`src/rtl/mem_read_arb.sv`:
```
// Two-requester AXI read-burst arbiter and cache-line refill sequencer (fetch vs. data stage).
// Define CRITICAL_WORD_FIRST_EN for WRAP bursts that start at the missing word.
module mem_read_arb #(
    parameter int unsigned B = 64
) (
    input  logic                        clk,
    input  logic                        reset,
    input  logic                        if_req,
    input  logic [63:0]                 if_addr,
    output logic                        if_done,
    input  logic                        d_req,
    input  logic [63:0]                 d_addr,
    output logic                        d_done,
    output logic                        fill_valid,
    output logic                        fill_sel,
    output logic [$clog2(B/8)-1:0]      fill_idx,
    output logic [63:0]                 fill_data,
    output logic                        fill_last,
    output logic                        fill_err,
    output logic                        m_axi_arvalid,
    input  logic                        m_axi_arready,
    output logic [63:0]                 m_axi_araddr,
    output logic [7:0]                  m_axi_arlen,
    output logic [2:0]                  m_axi_arsize,
    output logic [1:0]                  m_axi_arburst,
    input  logic                        m_axi_rvalid,
    output logic                        m_axi_rready,
    input  logic [63:0]                 m_axi_rdata,
    input  logic                        m_axi_rlast,
    input  logic [1:0]                  m_axi_rresp
);

    localparam int unsigned BEATS = B / 8;
    localparam int unsigned BW    = $clog2(BEATS);
    localparam int unsigned CW    = BW + 1;

    typedef enum logic [1:0] {IDLE, ADDR, DATA, DONE} state_t;

    state_t          state_q, state_d;
    logic            last_grant_q, last_grant_d;
    logic            sel_q, sel_d;
    logic [BW-1:0]   idx_q, idx_d;
    logic [CW-1:0]   cnt_q, cnt_d;
    logic            err_q, err_d;

    logic            arvalid_d, rready_d;
    logic [63:0]     araddr_d;
    logic [7:0]      arlen_d;
    logic [2:0]      arsize_d;
    logic [1:0]      arburst_d;
    logic            fill_valid_d, fill_sel_d, fill_last_d, fill_err_d;
    logic [BW-1:0]   fill_idx_d;
    logic [63:0]     fill_data_d;
    logic            if_done_d, d_done_d;

    logic            grant_data;
    logic [63:0]     req_addr;
    logic [63:0]     start_addr;
    logic [BW-1:0]   start_idx;
    logic [CW-1:0]   beat_no;

    // On a tie the requester not named by last_grant wins.
    assign grant_data = d_req && !(if_req && last_grant_q);
    assign req_addr   = grant_data ? d_addr : if_addr;
    assign beat_no    = cnt_q + CW'(1);

`ifdef CRITICAL_WORD_FIRST_EN
    localparam logic [1:0] BURST = 2'd2;
    assign start_addr = req_addr & ~64'd7;
    assign start_idx  = req_addr[BW+2:3];
`else
    localparam logic [1:0] BURST = 2'd1;
    assign start_addr = req_addr & ~64'(B - 1);
    assign start_idx  = '0;
`endif

    always_ff @(posedge clk) begin
        if (reset) begin
            state_q       <= IDLE;
            last_grant_q  <= 1'b0;
            sel_q         <= 1'b0;
            idx_q         <= '0;
            cnt_q         <= '0;
            err_q         <= 1'b0;
            m_axi_arvalid <= 1'b0;
            m_axi_rready  <= 1'b0;
            m_axi_araddr  <= '0;
            m_axi_arlen   <= '0;
            m_axi_arsize  <= '0;
            m_axi_arburst <= '0;
            fill_valid    <= 1'b0;
            fill_sel      <= 1'b0;
            fill_idx      <= '0;
            fill_data     <= '0;
            fill_last     <= 1'b0;
            fill_err      <= 1'b0;
            if_done       <= 1'b0;
            d_done        <= 1'b0;
        end else begin
            state_q       <= state_d;
            last_grant_q  <= last_grant_d;
            sel_q         <= sel_d;
            idx_q         <= idx_d;
            cnt_q         <= cnt_d;
            err_q         <= err_d;
            m_axi_arvalid <= arvalid_d;
            m_axi_rready  <= rready_d;
            m_axi_araddr  <= araddr_d;
            m_axi_arlen   <= arlen_d;
            m_axi_arsize  <= arsize_d;
            m_axi_arburst <= arburst_d;
            fill_valid    <= fill_valid_d;
            fill_sel      <= fill_sel_d;
            fill_idx      <= fill_idx_d;
            fill_data     <= fill_data_d;
            fill_last     <= fill_last_d;
            fill_err      <= fill_err_d;
            if_done       <= if_done_d;
            d_done        <= d_done_d;
        end
    end

    always_comb begin
        state_d      = state_q;
        last_grant_d = last_grant_q;
        sel_d        = sel_q;
        idx_d        = idx_q;
        cnt_d        = cnt_q;
        err_d        = err_q;
        arvalid_d    = 1'b0;
        rready_d     = 1'b0;
        araddr_d     = m_axi_araddr;
        arlen_d      = m_axi_arlen;
        arsize_d     = m_axi_arsize;
        arburst_d    = m_axi_arburst;
        fill_valid_d = 1'b0;
        fill_sel_d   = fill_sel;
        fill_idx_d   = '0;
        fill_data_d  = '0;
        fill_last_d  = 1'b0;
        fill_err_d   = 1'b0;
        if_done_d    = 1'b0;
        d_done_d     = 1'b0;

        case (state_q)
            IDLE: begin
                if (if_req || d_req) begin
                    sel_d        = grant_data;
                    last_grant_d = grant_data;
                    araddr_d     = start_addr;
                    arlen_d      = 8'(BEATS - 1);
                    arsize_d     = 3'd3;
                    arburst_d    = BURST;
                    idx_d        = start_idx;
                    cnt_d        = '0;
                    err_d        = 1'b0;
                    arvalid_d    = 1'b1;
                    state_d      = ADDR;
                end
            end
            ADDR: begin
                if (m_axi_arvalid && m_axi_arready) begin
                    rready_d = 1'b1;
                    state_d  = DATA;
                end else begin
                    arvalid_d = 1'b1;
                end
            end
            DATA: begin
                rready_d = 1'b1;
                if (m_axi_rvalid && m_axi_rready) begin
                    fill_valid_d = 1'b1;
                    fill_sel_d   = sel_q;
                    fill_idx_d   = idx_q;
                    fill_data_d  = m_axi_rdata;
                    fill_last_d  = m_axi_rlast;
                    idx_d        = idx_q + BW'(1);
                    cnt_d        = beat_no;
                    err_d        = err_q || (m_axi_rresp != 2'd0);
                    if (m_axi_rlast) begin
                        // Short burst is an error; final beat and done share a cycle.
                        err_d      = err_d || (beat_no != CW'(BEATS));
                        fill_err_d = err_d;
                        if_done_d  = !sel_q;
                        d_done_d   = sel_q;
                        rready_d   = 1'b0;
                        state_d    = DONE;
                    end else if (beat_no >= CW'(BEATS)) begin
                        err_d = 1'b1;
                    end
                end
            end
            DONE: begin
                state_d = IDLE;
            end
            default: begin
                state_d = IDLE;
            end
        endcase
    end

endmodule

```
`config.mk`:
```
export PLATFORM = sky130hd
export DESIGN_NAME = mem_read_arb
export DESIGN_NICKNAME = d
export VERILOG_FILES = /design/src/rtl/mem_read_arb.sv
export SDC_FILE = /design/constraint.sdc
export NUM_CORES = 1
export LEC_CHECK = 0
export ABC_AREA = 1
export CORE_AREA = 2 2 139 141
export DETAILED_ROUTE_END_ITERATION = 16
export DIE_AREA = 0 0 141 143
export PLACE_DENSITY = 0.66
export SLEW_MARGIN = 20
export SYNTH_ARGS = -nofsm -noshare
export SYNTH_HDL_FRONTEND = slang
export SYNTH_SLANG_ARGS = --single-unit
```
`constraint.sdc`:
```
create_clock -name clk -period 4.06 [get_ports clk]
set_input_delay 0.609 -clock clk [delete_from_list [all_inputs] [get_ports clk]]
set_output_delay 0.609 -clock clk [all_outputs]
set_load 0.03 [all_outputs]
```
* Word-level counts from Yosys, hierarchy flattened
Cells that the tools add are included.
** Operators by class
- Mux-type cells :: 25
- Add/sub/neg operators :: 2
- Equal/unequal tests :: 8
- Bitwise gates (word level) :: 3
- Reductions and logical operators :: 19
- Magnitude comparators :: 1
** Operator list (number)
- 64-bit 2-to-1 mux :: 1
- 1-bit 2-to-1 mux :: 10
- 2-bit 2-to-1 mux :: 4
- 4-bit 2-to-1 mux :: 2
- 2-bit inequality test (second input constant) :: 4
- 2-bit one-hot mux with 4 select lines :: 1
- 4-bit one-hot mux with 2 select lines :: 1
- 3-bit 2-to-1 mux :: 2
- 1-bit one-hot mux with 2 select lines :: 3
- 3-bit one-hot mux with 2 select lines :: 1
- 4-bit by 1-bit adder with 4-bit output (second input constant) :: 1
- 2-bit equality test (second input constant) :: 2
- 4-bit greater-or-equal comparator (second input constant) :: 1
- 1-bit logical AND :: 4
- 4-bit inequality test (second input constant) :: 1
- 2-bit AND reduction :: 2
- 4-bit AND reduction :: 1
- 2-bit nonzero test :: 2
- 4-bit OR reduction :: 1
- 3-bit by 1-bit adder with 3-bit output (second input constant) :: 1
- 1-bit logical OR :: 3
- 1-bit inverter :: 3
- 3-bit AND reduction :: 1
- 3-bit OR reduction :: 1
- 4 further kinds :: 5
** Word-level totals
- Output and inout port bits :: 152
- Word-level logic and storage cells :: 77
- Register bits after elaboration :: 147
- Input bits :: 201

* Logic depth before layout (Yosys ltp)
- Word-level depth :: 6
- Mapped depth :: 9
- Mapped depth without buffers :: 8

* Least setup slack after synthesis
Ideal clock, no wire load.
- Path kind :: reg-to-output
- Start :: register, netlist name m_axi_arburst[0]
- End :: output port m_axi_arlen[0]
- Required time :: 3451 ps
- Stages on the path, launching flop included :: 2
- Path buffers :: 1
- Path slack :: 2653 ps
- Arrival :: 798 ps
- Cells stage by stage :: dfxtp_1 > buf_4
** RTL lines
- end: declaration :: line 23 : output logic [7:0] m_axi_arlen,

* Worst setup path in the final report
- Start :: input port if_req
- End :: register m_axi_araddr[29]
** Between the ends
- Longest elaborated chain between the ends :: 4
- Elaborated cells between the ends (all ways) :: 6
- Classes of those cells :: mux: 1; reduce/logical: 5
** RTL lines
- start: declaration :: line 8 : input logic if_req,
- 1-bit logical AND :: line 63 : assign grant_data = d_req && !(if_req && last_grant_q);
- 1-bit logical NOT :: line 63
- 1-bit logical AND :: line 63
- 64-bit 2-to-1 mux :: line 64 : assign req_addr = grant_data ? d_addr : if_addr;
- end signal: assignment :: line 108 : m_axi_araddr <= araddr_d;
- end: declaration :: line 22 : output logic [63:0] m_axi_araddr,
Parallel ways exist; a longest one is shown, timed or not.
A chain may end at the register's enable or synchronous reset.

==> flow_metrics.env <==
export IMPL_status="complete, no violations"
export IMPL_cts_setup_buffers=0
export IMPL_use_met1=0.176
export IMPL_final_cell_mix="clkdlybuf4s50_1, dfxtp_1, nand2_1"
export IMPL_crit_required_ps=4360
export IMPL_clock_sinks=145
export IMPL_grt_max_degree=60
export IMPL_grt_ovfl_total=0
export IMPL_ios=353
export IMPL_power_density_mw_per_mm2=566
export IMPL_dp_hpwl_um=11800
export IMPL_yosys_area_top_type="dfxtp_1"
export IMPL_max_slew_margin=0.509
export IMPL_first_iter_violations=215
export IMPL_end_kind="register"
export IMPL_gr_usage_all_layers=0.161
export IMPL_place_gp_congestion=0.797
export IMPL_yosysUniqueCellTypes=25
export IMPL_io_buffers=327
export IMPL_synth_edf_count=0
export IMPL_slew_viol_final=0
export IMPL_r2r_start="state_q[0]"
export IMPL_wirelength_um=16200
export IMPL_cts_max_level=4
export IMPL_clock_path_buffers=2
export IMPL_worstSetupStartpoint="if_req"
export IMPL_die_x_um=141
export IMPL_holdBufCountCts=0
export IMPL_fp_dieH_um=143
export IMPL_min_path_type="register to register"
export IMPL_dr_total_vias=5183
export IMPL_cts_buffers=17
export IMPL_layout_nets=1174
export IMPL_detail_route_wl_per_cell_um=13.3
export IMPL_synthToLayoutAreaGrowth_pct=73.7
export IMPL_max_vdd_ir_drop_mv=0.257
export IMPL_num_rows=50
export IMPL_cts_tree="built"
export IMPL_fillerInstances=1812
export IMPL_power_leakage_nw=3.87
export IMPL_syn_inst=660
export IMPL_synth_top_area_frac=0.545
export IMPL_finalPower_w=0.00524
export IMPL_fin_skew_ps=6.06
export IMPL_drive_gt1_frac=0.0489
export IMPL_min_path_cells=2
export IMPL_path_clk_slew_ps=60
export IMPL_clk_latency_ps=410
export IMPL_core_area_mm2=0.0186
export IMPL_finalSetupViolCount=0
export IMPL_die_area_mm2=0.0202
export IMPL_ff2ff_path_depth=7
export IMPL_root_buffer="clkbuf_16"
export IMPL_cap_viol_max_count=0
export IMPL_post_place_ws_ps=1240
export IMPL_synth_seq_cells=145
export IMPL_busiest_layer="met2"
export IMPL_whs_ps=443
export IMPL_drcViolationCount=0
export IMPL_synth_warnings=0
export IMPL_grtUsageMet2=0.280
export IMPL_vias_per_cell=4.27
export IMPL_postSynthAreaPerCell_um2=8.07
export IMPL_antenna_found_initial=0
export IMPL_multi_input_area_mm2=0.00181
export IMPL_crit_path_start_kind="input pin"
export IMPL_fin_crit_sh=0.577
export IMPL_synthFlopType="dfxtp_1"
export IMPL_firstDrtPassIters=4
export IMPL_layout_commonest_cell="clkdlybuf4s50_1"
export IMPL_ant_nets=0
export IMPL_grt_pass1_vias=4922
export IMPL_setup_ws_ps=1720
export IMPL_period_needed_ps=2340
export IMPL_finalSetupTns_ps=0
export IMPL_cp_arrival_ps=2640
export IMPL_grt_pass1_wl_um=25400
export IMPL_regArea_mm2=0.00290
export IMPL_hold_path_startpoint="fill_sel"
export IMPL_cts_resized=0
export IMPL_fmax_mhz=427
export IMPL_critical_path_class="input pin to register"
export IMPL_start_util=0.287
export IMPL_syn_cell_area_mm2=0.00533
export IMPL_rsz0062_at_grt="no"
export IMPL_synth_area_leaders="dfxtp_1, nand2_1, a31oi_1"
export IMPL_global_route_usage_met3=0.0698
export IMPL_reg2reg_to="m_axi_araddr[29]"
export IMPL_yosysSeqAreaShare=0.545
export IMPL_worst_pin_slew_ps=735
export IMPL_rrSetupSlack_ps=1850
export IMPL_diodes=0
export IMPL_synthArstFlopShare=0
export IMPL_hold_viol_final=0
export IMPL_hold_path_endpoint="fill_sel"
export IMPL_cp_max_fo=59
==> worst max-delay path by stage <==
| stage | cells after the start | slack [ps] | to |
|---|---|---|---|
| final | 6 | 1720 | m_axi_araddr[29] |
| after CTS | 6 | 1700 | m_axi_araddr[29] |
| after floorplan | 1 | 2650 | m_axi_arlen[0] |
| after global placement | 6 | 1300 | m_axi_araddr[32] |
| after global routing | 6 | 1520 | m_axi_araddr[38] |
| after detailed placement | 6 | 1240 | m_axi_araddr[29] |
==> state kept, by name (all words and copies together), names as in the netlist <==
name and count:
fill_data 64, m_axi_araddr 58, cnt_q 4, fill_idx 3, idx_q 3, state_q 2
d_done 1, err_q 1, fill_err 1, fill_last 1, fill_sel 1, fill_valid 1
if_done 1, m_axi_arburst 1, m_axi_arvalid 1, m_axi_rready 1, sel_q 1
==> critical path, stage by stage <==
cell and delay, ps:
clkdlybuf4s50_1 500, o21ai_2 240, clkinv_2 590, buf_12 420, o21ai_0 190, a31oi_1 60
==> metal layers <==
layer,part of all wire,up-vias
met5,0,-
met3,0.10,14
met1,0.40,2251
met2,0.49,233
met4,0.014,0
li1,-,2685
==> cells in the mapped netlist, types with 2 or more instances <==
master	instances
dfxtp_1	145
o21ai_0	64
clkbuf_1	6
ha_1	5
buf_2	25
nand2_1	136
buf_4	24
nor2_1	74
a21oi_1	15
inv_1	78
xor2_1	2
buf_6	2
nand3_1	11
inv_2	4
a31oi_1	59
==> metrics by stage <==
stage	std cells	utilization	cell area, um2
4_1_cts	1215	0.498	9260
3_3_place_gp	1183	0.466	8660
3_5_place_dp	1183	0.466	8660
6_report	1215	0.498	9260
2_1_floorplan	672	-	5370
5_1_grt	1215	0.498	9260
==> where the power goes <==
group / total [W] / leakage (nW) / internal [W] / switching [W]
clock network: 0.00159 / 0.280 / 0.000927 / 0.000666
registers: 0.00181 / 1.18 / 0.00168 / 0.000128
logic: 0.00184 / 2.40 / 0.000756 / 0.00108
total: 0.00524 / 3.87 / 0.00336 / 0.00187
==> logic make-up after synthesis <==
family | share of synthesized area
AND/OR/NAND/NOR | 0.166
flip-flops | 0.545
AO/OA/AOI/OAI | 0.150
buffers and inverters | 0.124
adder cells (fa/ha/maj) | 0.0117
XOR/XNOR | 0.00329
other | 0.000704
==> area by class of cell <==
type	instances	share of cell area
timing repair buffer	335	0.361
clock inverter	14	0.0181
sequential	145	0.314
tap	234	0.0316
inverter	82	0.0334
multi-input combinational	387	0.195
clock buffer	18	0.0464
No activity file was read; power rests on OpenSTA's default activity.
